### src/rtl/result_matrix_store.sv
// Register-file store for the m x m result matrix Z: accepts strobed result writes,
// returns Z[z_i][z_j] for accumulation, and supports a zeroing pass and a row-major dump.
module result_matrix_store #(
  parameter int m     = 4,
  parameter int m_len = (m > 1) ? $clog2(m) : 1
) (
  input  logic              clk,
  input  logic              rst,
  input  logic              clear,
  output logic              busy,
  input  logic [31:0]       z_out,
  input  logic [m_len-1:0]  z_i,
  input  logic [m_len-1:0]  z_j,
  input  logic              z_stb,
  output logic              z_ack,
  output logic [31:0]       current_element,
  input  logic              dump_start,
  output logic [31:0]       dout,
  output logic [m_len-1:0]  dout_i,
  output logic [m_len-1:0]  dout_j,
  output logic              dout_valid,
  input  logic              dout_ready,
  output logic              dump_done,
  output logic [15:0]       write_count
);

  typedef enum logic [1:0] {
    S_IDLE  = 2'd0,
    S_ACK   = 2'd1,
    S_CLEAR = 2'd2,
    S_DUMP  = 2'd3
  } state_t;

  localparam logic [m_len-1:0] LAST = m_len'(m - 1);

  state_t           state;
  logic [31:0]      z_mem [m][m];
  logic [m_len-1:0] clr_i, clr_j;
  logic [m_len-1:0] nxt_i, nxt_j;
  logic             in_range;

  assign in_range = (int'(z_i) < m) && (int'(z_j) < m);

  // Out-of-range coordinates read as zero so accumulation never sees stale data.
  always_comb begin
    current_element = '0;
    if (in_range) current_element = z_mem[z_i][z_j];
  end

  always_comb begin
    nxt_i = dout_i;
    nxt_j = dout_j + 1'b1;
    if (dout_j == LAST) begin
      nxt_j = '0;
      nxt_i = dout_i + 1'b1;
    end
  end

  always_ff @(posedge clk or posedge rst) begin
    if (rst) begin
      for (int i = 0; i < m; i++)
        for (int j = 0; j < m; j++)
          z_mem[i][j] <= '0;
      state       <= S_IDLE;
      z_ack       <= 1'b0;
      busy        <= 1'b0;
      dout        <= '0;
      dout_i      <= '0;
      dout_j      <= '0;
      dout_valid  <= 1'b0;
      dump_done   <= 1'b0;
      write_count <= '0;
      clr_i       <= '0;
      clr_j       <= '0;
    end else begin
      dump_done <= 1'b0;
      case (state)
        S_IDLE: begin
          if (clear) begin
            state       <= S_CLEAR;
            busy        <= 1'b1;
            clr_i       <= '0;
            clr_j       <= '0;
            write_count <= '0;
          end else if (z_stb) begin
            if (in_range) z_mem[z_i][z_j] <= z_out;
            write_count <= write_count + 16'd1;
            z_ack       <= 1'b1;
            state       <= S_ACK;
          end else if (dump_start) begin
            state      <= S_DUMP;
            busy       <= 1'b1;
            dout       <= z_mem[0][0];
            dout_i     <= '0;
            dout_j     <= '0;
            dout_valid <= 1'b1;
          end
        end
        // Hold the ack until the producer drops its strobe: one write per handshake.
        S_ACK: begin
          if (!z_stb) begin
            z_ack <= 1'b0;
            state <= S_IDLE;
          end
        end
        S_CLEAR: begin
          z_mem[clr_i][clr_j] <= '0;
          if (clr_j == LAST) begin
            clr_j <= '0;
            if (clr_i == LAST) begin
              clr_i <= '0;
              busy  <= 1'b0;
              state <= S_IDLE;
            end else begin
              clr_i <= clr_i + 1'b1;
            end
          end else begin
            clr_j <= clr_j + 1'b1;
          end
        end
        S_DUMP: begin
          if (dout_valid && dout_ready) begin
            if (dout_i == LAST && dout_j == LAST) begin
              dout_valid <= 1'b0;
              dump_done  <= 1'b1;
              busy       <= 1'b0;
              state      <= S_IDLE;
            end else begin
              dout_i <= nxt_i;
              dout_j <= nxt_j;
              dout   <= z_mem[nxt_i][nxt_j];
            end
          end
        end
        default: begin
          state      <= S_IDLE;
          z_ack      <= 1'b0;
          busy       <= 1'b0;
          dout_valid <= 1'b0;
        end
      endcase
    end
  end

endmodule

### config.mk
export PLATFORM = sky130hd
export DESIGN_NAME = result_matrix_store
export DESIGN_NICKNAME = d
export VERILOG_FILES = /design/src/rtl/result_matrix_store.sv
export SDC_FILE = /design/constraint.sdc
export NUM_CORES = 1
export LEC_CHECK = 0
export ABC_AREA = 1
export CAP_MARGIN = 10
export CORE_MARGIN = 1.5
export CORE_UTILIZATION = 45
export CTS_CLUSTER_SIZE = 10
export DETAILED_ROUTE_END_ITERATION = 7
export PLACE_DENSITY = 0.68
export SYNTH_ARGS = -nofsm -noshare
export SYNTH_HDL_FRONTEND = slang
export SYNTH_SLANG_ARGS = --single-unit
### constraint.sdc
create_clock -name clk -period 62.1 [get_ports clk]
set_clock_uncertainty 0.15 [all_clocks]
set_input_delay 12.42 -clock clk [delete_from_list [all_inputs] [get_ports clk]]
set_output_delay 12.42 -clock clk [all_outputs]
set_load 0.05 [all_outputs]
-- Word-level counts from Yosys, hierarchy flattened
Cells that the tools add are included.
- bits of input ports: 42
- bits in read-only memories: 0
- latch bits: 0
- memories: 0
- bits in writable memories: 0
- word-level logic and storage cells: 167
- register bits: 574
- magnitude comparators: 10
- div/mod/pow operators: 0
- $add $sub $neg: 5
- $mul: 0
- mux-type cells: 75
- reductions and logical operators: 21
- shift-type cells: 0
- bitwise gates (word level): 8
- equal/unequal tests: 21
- operator list (kind ; number):
    512-bit two-way mux ; 2
    512-bit case mux with 2 select lines ; 1
    128-bit two-way mux ; 6
    512-bit AND ; 1
    128-bit binary-select mux with 2-bit select ; 2
    512-bit bitwise mux ; 1
    128-bit demux with 2-bit select ; 2
    512-bit inverter ; 1
    32-bit two-way mux ; 11
    32-bit binary-select mux with 2-bit select ; 2
    32-bit demux with 2-bit select ; 2
    32-bit case mux with 2 select lines ; 1
    2-bit two-way mux ; 21
    16-bit two-way mux ; 2
    2-bit inequality test, second input constant ; 11
    3-bit greater-or-equal comparator, second input constant ; 6
    2-bit inverter with 3-bit output ; 6
    6-bit AND reduction ; 3
    16-bit by 1-bit adder with 16-bit output, second input constant ; 1
    2-bit case mux with 2 select lines ; 4
    1-bit two-way mux ; 14
    2-bit == test, second input constant ; 6
    3-bit by 1-bit less-than comparator with 1-bit output, second input constant ; 4
    2-bit by 1-bit adder with 2-bit output, second input constant ; 4
    other kinds (14) ; 26

-- Longest topological paths before layout
- word-level depth: 12
- gate-level depth with buffers: 13

-- Worst setup path after synthesis
Ideal clock, no wire load.
- kind: input-to-output
- from: input port z_i[0]
- to: output port current_element[11]
- setup slack: 35.697 ns
- path buffers: 2
- stages on the path: 7
- data required time: 49.530 ns
- arrival time: 13.833 ns
- path through: inv_1 nand2_1 clkbuf_1 clkbuf_1 o22ai_1 o21ai_0 nand4_1
- longest elaborated chain between the ends: 7
- ends and longest elaborated chain (item ; RTL line ; RTL):
    from (decl) ; 12 ; input logic [m_len-1:0] z_i,
    2-bit inverter with 3-bit output (not written as such) ; 47 ; if (in_range) current_element = z_mem[z_i][z_j];
    128-bit binary-select mux with 2-bit select ; 47 ;
    128-bit two-way mux (not written as such) (2 in series) ; 47 ;
    32-bit binary-select mux with 2-bit select ; 47 ;
    32-bit two-way mux (not written as such) (2 in series) ; 47 ;
    to (decl) ; 16 ; output logic [31:0] current_element,
Every way passes these cells. The select of a mux whose other input is x is not followed.

-- Final worst setup path
- from: input port z_i[0]
- to: output port current_element[2]
Same word-level chain as after synthesis.

==> qor.csv <==
metric;value;unit
run_status;finished, final reports clean;
post_cts_resized;0;
htree_levels;3;
critPathSlowestCell;buf_4;
p_leak;15.4;nW
reg2reg_slack;57.71;ns
crit_type;input port to output pin;
grt_max_degree;118;
drv_slew;0;
vdd_drop_max;0.0182;mV
wl_per_cell;25.2;um
yosysSeqAreaShare;0.475;
rsz0062_at_grt;false;
synth_nets;3985;
post_cts_buffers;0;
num_rows;94;
clk_pin_slew;0.05;ns
tightest_slew;1.22;ns
clockBufferDepth;3;
hpwl;59.4;mm
clk_latency;0.61;ns
antenna_found_initial;0;
utilization;0.513;
netlist_area;0.0302;mm2
coreArea;0.0661;mm2
wl_met3;16.8;mm
fin_crit;28.96;ns
die_width;262;um
total_power;1.22;mW
vias;30600;
globalRouteOverflowTotal;0;
period_share;0.466;
grt_pass1_wl;182;mm
drt-met1-wl;45.8;mm
drtPass1Iterations;7;
final_cells;4753;
cp_slowest_stage_delay;1.02;ns
worst_ep_arrival_time;16.39;ns
dp_cells;4656;
avgViaCountPerCell;6.43;
setup_violations;0;
syn_inst;3931;
maxCapViolations;0;
nNetsFinal;3918;
dieArea;0.0688;mm2
max_freq;34.5;MHz
yosysWarnings;0;
drc;0;
start_util;0.457;
hold_buffers;0;
syn_area_per_cell;7.69;um2
fin_setup_tns;0;ns
highest_layer;met5;
clock_sinks;574;
cts_tree;yes;
routabilityCongestion;0.853;
drtIter0Drc;4567;
first_global_vias;29400;
crit_path_end_kind;output pin;
wl_met2;50.3;mm
root_buffer;clkbuf_16;
cts_buffers;70;
startpoint_type;input port;
ys_ff_latch;574;
postRouteAntennaNets;0;
synth_cell_types;32;
path_max_fanout;84;
drive_gt1_frac;0.0532;
track_usage;0.343;
min_path_type;flip-flop to flip-flop;
power_density;36.1;mW/mm2
ioPinCount;130;
postRouteWirelength;120;mm
maxSlewHeadroom;0.183;
port_buffers;129;
finalHoldViolCount;0;
die_h;262;um
area_delta_synth_final;12.2;%
required;49.53;ns
crit_chain;clkdlybuf4s50_1, inv_1, nor2_4, buf_4, buf_4, nand2_1, o21ai_0, o21ai_0, nand4_1, clkdlybuf4s50_1;
==> cell usage after synthesis <==
cell | count | area, um2
a211oi_1 | 1 | 7.51
a21oi_1 | 39 | 195
a21oi_2 | 2 | 17.5
a22o_1 | 1 | 8.76
a22oi_1 | 1 | 7.51
a32o_1 | 1 | 10.0
buf_1 | 14 | 52.6
buf_2 | 125 | 626
buf_4 | 10 | 75.1
clkbuf_1 | 182 | 683
dfrtp_1 | 574 | 14400
ha_1 | 12 | 150
inv_1 | 588 | 2210
inv_2 | 6 | 22.5
nand2_1 | 755 | 2830
nand2_2 | 2 | 12.5
nand3_1 | 604 | 3020
nand3_2 | 3 | 30.0
nand4_1 | 38 | 238
nor2_1 | 26 | 97.6
nor2_2 | 2 | 12.5
nor2_4 | 1 | 11.3
nor3_1 | 8 | 40.0
nor3_2 | 1 | 10.0
nor4_1 | 1 | 6.26
o2111ai_1 | 1 | 8.76
o21ai_0 | 277 | 1390
o21ai_1 | 8 | 40.0
o21bai_1 | 1 | 7.51
o22ai_1 | 643 | 4020
o311ai_0 | 1 | 8.76
o31ai_1 | 3 | 22.5
==> layout make-up <==
type	instances	area, um2
Clock buffer	94	2000
Timing Repair Buffer	192	1760
Antenna cell	1	2.50
Multi-Input combinational cell	2432	12500
Inverter	594	2240
Sequential cell	574	14400
Tap cell	864	1080
Fill cell	6347	32200
Clock inverter	2	10.0
==> sequential cells by signal, summed over array words and instances (netlist names), 2 cells and up <==
| name | flops |
|---|---|
| dout_i | 2 |
| state | 2 |
| write_count | 16 |
| dout | 32 |
| z_mem | 512 |
| clr_i | 2 |
| clr_j | 2 |
| dout_j | 2 |
==> worst paths after layout <==
check	end	depth (start not counted)	start
max	current_element[2]	10	z_i[0]
min	dout[10]	2	dout[10]
max reg2reg	dout[30]	13	dout_j[0]
min reg2reg	dout[10]	2	dout[10]
max in group asynchronous	z_mem[421]	5	rst
min in group asynchronous	z_mem[120]	2	rst
==> power breakdown <==
group          switching (mW)  leakage (nW)  internal [mW]
Combinational           0.267          6.56          0.109
Clock                   0.158         0.986          0.221
Sequential             0.0268          7.90          0.443
Total                   0.451          15.4          0.773
==> critical path, delay by kind of cell <==
kind,cells,cell delay (ns)
buf+inv,5,3.20
simple gates,3,0.50
compound gates,2,0.23
==> logic make-up (layout without fill, tap and decap cells) <==
| family | count (synthesis) | in the layout | share of synthesized area |
|---|---|---|---|
| other | 0 | 1 | 0 |
| and+or+nand+nor | 1441 | 1441 | 0.209 |
| AOI/OAI and AO/OA | 979 | 979 | 0.190 |
| buffers and inverters | 925 | 882 | 0.121 |
| adders and majority gates | 12 | 12 | 0.00497 |
| DFF | 574 | 574 | 0.475 |
==> layout by cell type, fill, tap and decap left out, types with 17 or more instances in the layout <==
master,n
nand2_1,734
o22ai_1,643
nand3_1,595
inv_1,584
dfrtp_1,574
o21ai_0,275
clkdlybuf4s50_1,129
clkbuf_16,73
buf_4,63
a21oi_1,39
nand4_1,38
nor2_1,24
nand2_2,17
==> layer usage <==
layer,vias to the layer above,track usage
li1,13200,-
met1,14500,0.457
met2,2322,0.506
met3,518,0.102
met4,2,0.176
met5,-,0
==> metrics by stage <==
step | setup slack [ns] | hold slack (ns) | cell area, um2
floorplan | 33.47 | 0.345 | 30200
global placement | 33.31 | 0.314 | 31900
detailed placement | 33.30 | 0.317 | 31900
CTS | 33.30 | 0.335 | 33900
global route | 33.07 | 0.357 | 33900
finish | 33.14 | 0.328 | 33900
Note: power is estimated with default switching activity, not from simulation.
